$ cat src/rtl/arcade_gear_shifter.sv
// Multi-player gear-shift input processor: button edges -> registered gear index per player.
// Optional per-player shift lockout enabled by defining GEAR_SHIFT_DEBOUNCE_EN.
module arcade_gear_shifter #(
    parameter int PLAYERS      = 3,
    parameter int GEARS        = 5,
    parameter int GW           = 3,
    parameter int MODE         = 0,
    parameter int WRAP         = 0,
    parameter int DEBOUNCE_CYC = 4096
) (
    input  logic                  clock_40,
    input  logic                  reset,
    input  logic                  enable,
    input  logic [PLAYERS-1:0]    btn_up,
    input  logic [PLAYERS-1:0]    btn_down,
    input  logic [PLAYERS-1:0]    btn_home,
    output logic [PLAYERS*GW-1:0] gear,
    output logic [PLAYERS-1:0]    gear_chg
);
    localparam logic [GW-1:0] TOP = GW'(GEARS - 1);

    logic [PLAYERS-1:0] up_prev_q, dn_prev_q;
    logic [PLAYERS-1:0] up_ev, dn_ev;

    // History resets high so a button held through reset release is not an edge.
    always_ff @(posedge clock_40) begin
        if (reset) begin
            up_prev_q <= '1;
            dn_prev_q <= '1;
        end else begin
            up_prev_q <= btn_up;
            dn_prev_q <= btn_down;
        end
    end

    assign up_ev = btn_up & ~up_prev_q;
    assign dn_ev = btn_down & ~dn_prev_q;

    for (genvar p = 0; p < PLAYERS; p++) begin : g_player
        logic [GW-1:0] gear_q, gear_d, step_d;
        logic          chg_q;
        logic          locked;

        always_comb begin
            step_d = gear_q;
            if (MODE == 1) begin
                if (up_ev[p]) step_d = (gear_q == '0) ? GW'(1) : '0;
            end else if (up_ev[p] && !dn_ev[p]) begin
                if (gear_q == TOP) step_d = (WRAP != 0) ? '0 : TOP;
                else               step_d = gear_q + GW'(1);
            end else if (dn_ev[p] && !up_ev[p]) begin
                if (gear_q == '0) step_d = (WRAP != 0) ? TOP : '0;
                else              step_d = gear_q - GW'(1);
            end
        end

        always_comb begin
            gear_d = gear_q;
            if (enable) begin
                if (btn_home[p]) gear_d = '0;
                else if (!locked) gear_d = step_d;
            end
        end

`ifdef GEAR_SHIFT_DEBOUNCE_EN
        localparam int LW = $clog2(DEBOUNCE_CYC + 1);
        logic [LW-1:0] lock_q;

        assign locked = (lock_q != '0);

        // Only a shift that actually moved the gear arms the lockout.
        always_ff @(posedge clock_40) begin
            if (reset)                                        lock_q <= '0;
            else if (enable && btn_home[p])                   lock_q <= '0;
            else if (enable && !locked && (step_d != gear_q)) lock_q <= LW'(DEBOUNCE_CYC);
            else if (locked)                                  lock_q <= lock_q - LW'(1);
        end
`else
        assign locked = 1'b0;
`endif

        always_ff @(posedge clock_40) begin
            if (reset) begin
                gear_q <= '0;
                chg_q  <= 1'b0;
            end else begin
                gear_q <= gear_d;
                chg_q  <= (gear_d != gear_q);
            end
        end

        assign gear[p*GW +: GW] = gear_q;
        assign gear_chg[p]      = chg_q;
    end

endmodule

$ cat config.mk
export PLATFORM = sky130hd
export DESIGN_NAME = arcade_gear_shifter
export DESIGN_NICKNAME = d
export VERILOG_FILES = /design/src/rtl/arcade_gear_shifter.sv
export SDC_FILE = /design/constraint.sdc
export NUM_CORES = 1
export LEC_CHECK = 0
export CAP_MARGIN = 20
export CORE_MARGIN = 2
export CORE_UTILIZATION = 54
export CTS_BUF_LIST = sky130_fd_sc_hd__clkbuf_4
export DETAILED_ROUTE_END_ITERATION = 10
export PLACE_DENSITY_LB_ADDON = 0.08
export SYNTH_ARGS = -nofsm -noshare
export SYNTH_HDL_FRONTEND = slang
export SYNTH_SLANG_ARGS = --single-unit
$ cat constraint.sdc
create_clock -name clock_40 -period 2.1 [get_ports clock_40]
set_input_delay 0.315 -clock clock_40 [delete_from_list [all_inputs] [get_ports clock_40]]
set_output_delay 0.315 -clock clock_40 [all_outputs]
set_load 0.01 [all_outputs]
# Word level (Yosys, flattened, before mapping)
# Index checks and enable logic that the tools add are counted.
# word_totals
ff_bits,18
input_bits,12
output_inout_bits,12
# classes
n_addsub,6
n_eq_ne,6
n_mux,18
n_bitwise,4
n_reduce_logical,15
# op_table
cell,n
3-bit 2-to-1 mux,18
"3-bit by 1-bit adder with 3-bit output, second input constant",3
"3-bit == test, second input constant",3
3-bit logical NOT,3
3-bit != test,3
"3-bit by 1-bit subtractor with 3-bit output, second input constant",3
3-bit AND,2
1-bit logical AND,6
1-bit logical NOT,6
3-bit NOT,2

# Logic depth before layout (Yosys ltp)
# Gate-level depths: netlist (run 1).
# depth
depth_word,9
ltp_mapped,7
ltp_nobuf,7

# Least setup slack after synthesis (run 1)
# No wires, ideal clock.
# synth_path
path_kind,reg-to-reg
start,register g_player[0].gear_q[1]
end,register g_player[0].chg_q
setup_time_ns,0.122
arrival_time_ns,1.786
setup_slack_ns,0.193
path_stages_with_launch,8
path_buffers,0
synth_period_minus_slack_ns,1.907
path_cell_list,dfxtp_1 -> inv_1 -> ha_1 -> mux2_2 -> nor3_1 -> o31a_1 -> a221o_1 -> o311a_1
# synth_between
elab_chain_len,7
word_cells_on_any_way,11
classes_between,add/sub (2); eq/ne (2); mux (6); reduce/logical (1)
# synth_rtl
element,line,text
"start, declared",40,"logic [GW-1:0] gear_q, gear_d, step_d;"
"start signal, assigned",87,gear_q <= gear_d;
3-bit by 1-bit subtractor with 3-bit output / 3-bit logical NOT (equally long branches),"53, 52",
3-bit 2-to-1 mux,52,if (gear_q == '0) step_d = (WRAP != 0) ? TOP : '0;
3-bit 2-to-1 mux,51,end else if (dn_ev[p] && !up_ev[p]) begin
3-bit 2-to-1 mux,48,end else if (up_ev[p] && !dn_ev[p]) begin
3-bit 2-to-1 mux,60,if (btn_home[p]) gear_d = '0;
3-bit 2-to-1 mux,59,if (enable) begin
3-bit != test *,88,chg_q <= (gear_d != gear_q);
"end signal, assigned",88,
"end, declared",41,logic chg_q;
# Every way passes the cells marked *; elsewhere a longest branch is shown, timed or not.
# A chain may end at the register's enable or synchronous reset.

# Worst setup path after layout (run 1)
# Ends and elaborated chain as after synthesis.

==> results.sh, run 1 <==
export IMPL_run_status="finished clean"
export IMPL_mappedNetlistNets=188
export IMPL_die_area_um2=2970
export IMPL_synth_edff_count=0
export IMPL_post_cts_buffers=0
export IMPL_clock_tree_from_tritoncts="done"
export IMPL_worst_path_dominant_cell_family="compound AO/OA/AOI/OAI gates"
export IMPL_gp_congestion=0.921
export IMPL_syn2layout_area_growth_pct=28.4
export IMPL_critical_path_slowest_cell="dfxtp_1"
export IMPL_p_leak_nw=0.702
export IMPL_first_global_vias=1171
export IMPL_clock_path_buffers=2
export IMPL_route_vias_total=1380
export IMPL_setup_ws_final_ns=0.124
export IMPL_final_setup_tns_ns=0
export IMPL_rsz0062_at_grt="no"
export IMPL_viasPerCell=5.90
export IMPL_grt_max_degree=24
export IMPL_cp_data_arrival_time_ns=2.17
export IMPL_synthMostInstantiatedCell="dfxtp_1"
export IMPL_max_slew_worst_pin_slew_ns=0.358
export IMPL_die_h_um=54.5
export IMPL_max_slew_margin_rel_pct=76.0
export IMPL_grt_first_pass_wirelength_mm=4.97
export IMPL_post_route_cells_drive_above_1_share_pct=16.7
export IMPL_slowest_delay_ns=0.44
export IMPL_synthArstFlopShare_pct=0
export IMPL_num_rows=18
export IMPL_synthDistinctLibCells=52
export IMPL_end_kind="register"
export IMPL_post_route_drc_count=0
export IMPL_io_buffers=23
export IMPL_fin_skew_ns=0.00304
export IMPL_synthDominantCellAreaShare_pct=26.2
export IMPL_setup_worst_path_class="register to register"
export IMPL_finalMaxSlewViolations=0
export IMPL_setup_viol_count_final=0
export IMPL_fmax_mhz=506
export IMPL_period_minus_slack_ns=1.98
export IMPL_chipWidth_um=54.5
export IMPL_synthTopCellsByCount="18 x dfxtp_1, 11 x inv_1, 11 x o21ai_0, 10 x nand2b_1, 9 x ha_1"
export IMPL_numPlacedInstances=230
export IMPL_final_net_count=226
export IMPL_path_cells="inv_1, ha_1, mux2_2, nor3_1, o31a_1, a221o_1, o311a_1"
export IMPL_crit_path_start_kind="register"
export IMPL_pre_cts_slack_ns=-0.146
export IMPL_netlist_instances=167
export IMPL_cp_data_required_time_ns=2.30
export IMPL_routed_wirelength_mm=3.25
export IMPL_post_synthesis_register_bit_count=18
export IMPL_detail_route_iter0_violations=29
export IMPL_core_area_um2=2450
export IMPL_worst_path_max_fanout=5
export IMPL_number_of_maximum_capacitance_constraint_violations=0
export IMPL_ctsRootBufferMaster="clkbuf_4"
export IMPL_initial_core_util_pct=56.1
export IMPL_num_io_pins=24
export IMPL_path_clk_slew_ns=0.11
export IMPL_groute_layer_met1_usage_pct=28.4
export IMPL_yosys_warnings=0
export IMPL_globalRouteTotalUtil_pct=23.0
export IMPL_power_density_nw_per_um2=391
export IMPL_grt_use_met2_pct=41.8
export IMPL_grt_util_met3_pct=2.73
export IMPL_synth_main_ff_cell="dfxtp_1"
export IMPL_cts_hold_repair_buffers=0
export IMPL_number_of_gates_resized_after_cts=0
export IMPL_drt_pass1_iter_count=5
export IMPL_clock_sinks=18
export IMPL_timing_hold_violations_final=0
export IMPL_grt_overflow_total=0
export IMPL_post_synth_instance_area_um2=1380
export IMPL_postLayoutCoreUtil_pct=72.0
export IMPL_period_share_pct=94.1
export IMPL_synth_largest_area_cell="dfxtp_1"
export IMPL_num_antenna_cells=0
export IMPL_dp_final_hpwl_mm=2.55
export IMPL_filler_cell_count=205
export IMPL_ir_worst_vdd_uv=331
export IMPL_average_wire_per_standard_cell_um=13.9
export IMPL_synth_seq_area_share_pct=26.2
export IMPL_cts_made_buffers=3
export IMPL_netlist_top_cells_area="dfxtp_1 26%, ha_1 8.2%, nand2b_1 4.5%"
export IMPL_clkLatencyLatePin_ns=0.29
export IMPL_grt_antenna_before_repair=0
export IMPL_most_heavily_used_metal_layer_in_global_routing="met2"
export IMPL_final_antenna_net_count=0
export IMPL_final_instance_count_excl_fill=234
export IMPL_hold_path_class="register to register"
export IMPL_fin_total_pwr_mw=0.691
export IMPL_critical_path_buf_inv_count=1
export IMPL_synth_area_per_cell_um2=8.24
export IMPL_htreeDepth=1
-- final cells by class --
type | instances | area [um^2] | share of cell area, %
clock buffers | 3 | 22.5 | 1.27
repair buffers | 42 | 373 | 21.1
multi-input cells | 129 | 928 | 52.5
well taps | 30 | 37.5 | 2.12
inverters | 11 | 41.3 | 2.34
flip-flops and latches | 18 | 360 | 20.4
clock inverters | 1 | 3.75 | 0.212
-- layer usage --
layer  vias up  routed length [um]
met5         -                   0
met4         0                  17
met3         2                 107
met2        33                1650
met1       655                1470
li1        690                   -
-- worst register-to-register path, cell delays in order, from the launching register on --
cell,delay (ns)
dfxtp_1,0.44
inv_1,0.09
ha_1,0.22
mux2_2,0.25
nor3_1,0.06
o31a_1,0.28
a221o_1,0.26
o311a_1,0.28
-- worst paths after layout --
| path | depth (start not counted) | slack (ns) | to | start |
|---|---|---|---|---|
| max reg2reg | 7 | 0.12 | g_player[0].chg_q | g_player[0].gear_q[1] |
| min reg2reg | 2 | 0.59 | g_player[1].gear_q[1] | g_player[1].gear_q[1] |
| min | 2 | 0.59 | g_player[1].gear_q[1] | g_player[1].gear_q[1] |
| max | 7 | 0.12 | g_player[0].chg_q | g_player[0].gear_q[1] |
-- cells by family after synthesis --
kind of cell    count (synthesis)  share of synthesized area (%)
fa+ha+maj                       9                           8.18
simple gates                   57                           26.2
mux                             2                           1.55
compound gates                 57                           29.0
buf+inv                        20                           6.36
flops                          18                           26.2
xor+xnor                        4                           2.55
-- state kept, by name, summed over array words and instances (netlist names) --
register / cells
g_player.gear_q: 9
dn_prev_q: 3
g_player.chg_q: 3
up_prev_q: 3
-- cells in the final DEF, fill, tap and decap left out, types with 2 or more instances in the layout --
master,instances
o2111ai_1,3
or2_2,6
clkdlybuf4s50_1,23
clkbuf_4,3
ha_1,9
xnor2_1,3
buf_4,19
nor2_1,4
nor3_1,2
inv_1,11
o31ai_1,3
a32oi_1,2
and3_1,2
nand2b_4,2
a21o_1,3
o21ai_0,11
or3_1,3
dfxtp_1,18
nand2b_1,10
a21oi_1,7
a211oi_1,4
a221o_1,2
nand3b_1,3
nand3_1,5
nor2b_1,4
a31oi_1,8
nand2_1,8
-- stage by stage --
stage | hold slack, ns | area, um^2
final | 0.589 | 1770
after global routing | 0.629 | 1770
after CTS | 0.589 | 1770
after detailed placement | 0.569 | 1740
after global placement | 0.552 | 1740
after floorplan | 0.419 | 1380
-- report_power, final --
part / switching (mW) / internal [mW] / total (mW)
logic: 0.0714 / 0.0769 / 0.148
clock network: 0.117 / 0.0691 / 0.186
registers: 0.00576 / 0.351 / 0.357
(Power assumes the default switching activity.)
==> run 2: changes to the inputs <==
- RECOVER_POWER: not set -> 25
- SLEW_MARGIN: not set -> 30
==> run 2 against run 1 <==
  * Clock power about the same
  * Global-route usage unchanged
  * Sequential cell count stayed put
  * Worst hold slack improved by 0.0026 ns
  * Maximum frequency about the same
  * Critical endpoint unchanged
  * Routed wire length is 0.99% higher
  * Final cell count is the same
  * Largest power group unchanged
  * Setup slack is essentially flat
  * Sequential power barely moved
  * Highest routed layer unchanged
==> results.sh, run 2 (synthesized netlist as in run 1, its figures left out) <==
export IMPL_viasPerCell=5.91
export IMPL_first_global_vias=1171
export IMPL_ir_worst_vdd_uv=331
export IMPL_cp_data_required_time_ns=2.29
export IMPL_clock_path_buffers=2
export IMPL_clock_sinks=18
export IMPL_core_area_um2=2450
export IMPL_route_vias_total=1382
export IMPL_path_clk_slew_ns=0.11
export IMPL_cts_hold_repair_buffers=0
export IMPL_num_antenna_cells=0
export IMPL_clock_tree_from_tritoncts="done"
export IMPL_chipWidth_um=54.5
export IMPL_detail_route_iter0_violations=29
export IMPL_largest_register="g_player.gear_q"
export IMPL_dpl_instance_area_um2=1740
export IMPL_syn2layout_area_growth_pct=28.1
export IMPL_die_area_um2=2970
export IMPL_final_setup_tns_ns=0
export IMPL_die_h_um=54.5
export IMPL_worst_path_max_fanout=5
export IMPL_grt_max_degree=24
export IMPL_drt_pass1_iter_count=4
export IMPL_p_leak_nw=0.702
export IMPL_dp_final_hpwl_mm=2.55
export IMPL_timing_hold_violations_final=0
export IMPL_gp_congestion=0.921
export IMPL_period_minus_slack_ns=1.98
export IMPL_crit_path_start_kind="register"
export IMPL_grt_antenna_before_repair=0
export IMPL_number_of_gates_resized_after_cts=0
export IMPL_setup_viol_count_final=0
export IMPL_post_cts_buffers=0
export IMPL_fmax_mhz=506
export IMPL_filler_cell_count=207
export IMPL_fin_skew_ns=0.00161
export IMPL_design_area_um2=1760
export IMPL_postLayoutCoreUtil_pct=71.8
export IMPL_rsz0062_at_grt="no"
export IMPL_post_route_cells_drive_above_1_share_pct=16.2
export IMPL_htreeDepth=1
export IMPL_io_buffers=23
export IMPL_final_antenna_net_count=0
export IMPL_end_kind="register"
export IMPL_number_of_maximum_capacitance_constraint_violations=0
export IMPL_hold_path_class="register to register"
export IMPL_initial_core_util_pct=56.1
export IMPL_routed_wirelength_mm=3.28
export IMPL_worst_r2r_setup_slack_ns=0.12
export IMPL_max_slew_margin_rel_pct=75.9
export IMPL_final_net_count=226
export IMPL_grt_first_pass_wirelength_mm=4.97
export IMPL_cts_made_buffers=3
export IMPL_setup_worst_path_class="register to register"
export IMPL_layout_commonest_cell="clkdlybuf4s50_1"
export IMPL_num_io_pins=24
export IMPL_fin_total_pwr_mw=0.688
export IMPL_globalRouteTotalUtil_pct=23.0
export IMPL_finalMaxSlewViolations=0
export IMPL_cp_data_arrival_time_ns=2.17
export IMPL_num_rows=18
export IMPL_post_route_drc_count=0
export IMPL_worst_slack_on_hold_paths_ns=0.592
export IMPL_max_slew_worst_pin_slew_ns=0.359
export IMPL_ctsRootBufferMaster="clkbuf_4"
export IMPL_period_share_pct=94.1
export IMPL_run_status="finished clean"
export IMPL_largest_register_ffs=9
export IMPL_grt_overflow_total=0
export IMPL_average_wire_per_standard_cell_um=14.0
export IMPL_layout_common_cells="21 x clkdlybuf4s50_1, 18 x dfxtp_1, 18 x buf_4"
export IMPL_power_density_nw_per_um2=390
export IMPL_clkLatencyLatePin_ns=0.29
[run 2: cell count changes in the layout (fill, tap and decap cells not counted)]
cell,change
buf_4,-1
clkbuf_1,+1
clkdlybuf4s50_1,-2
dlygate4sd3_1,+2
[run 2: critical path, stage by stage (launching register included)]
cell	delay, ns
dfxtp_1	0.44
inv_1	0.09
ha_1	0.22
mux2_2	0.25
nor3_1	0.06
o31a_1	0.28
a221o_1	0.26
o311a_1	0.28
[run 2: per-stage QoR]
| stage | instances | setup WS [ns] |
|---|---|---|
| detailed placement | 230 | -0.146 |
| global placement | 230 | -0.102 |
| floorplan | 167 | 0.193 |
| global route | 234 | 0.0617 |
| CTS | 234 | 0.137 |
| finish | 234 | 0.124 |
[run 2: layout make-up]
type | count | area, um^2 | area share, %
multi-input combinational | 129 | 928 | 52.7
timing repair buffer | 42 | 369 | 20.9
sequential | 18 | 360 | 20.4
inverter | 11 | 41.3 | 2.34
tap | 30 | 37.5 | 2.13
clock buffer | 3 | 22.5 | 1.28
clock inverter | 1 | 3.75 | 0.213
[run 2: power breakdown]
group          total, mW  switching, mW  internal, mW  leakage [nW]
Sequential         0.357        0.00573         0.351         0.147
Combinational      0.147         0.0717        0.0754         0.540
Clock              0.184          0.115        0.0691        0.0154
Total              0.688          0.193         0.496         0.702
[run 2: layer usage]
metal / share of wire, % / vias to the layer above / GRT usage (%)
met3: 4.6 / 4 / 2.73
met1: 44 / 641 / 28.4
li1: - / 691 / -
met5: 0 / - / 0
met4: 1.0 / 0 / 6.25
met2: 50 / 46 / 41.8
[run 2: final timing paths]
check | from | end | cells past startpoint
setup / recovery | g_player[0].gear_q[1] | g_player[0].chg_q | 7
hold / removal | g_player[1].gear_q[0] | g_player[1].gear_q[0] | 1
setup reg to reg | g_player[0].gear_q[1] | g_player[0].chg_q | 7
hold reg to reg | g_player[1].gear_q[0] | g_player[1].gear_q[0] | 1
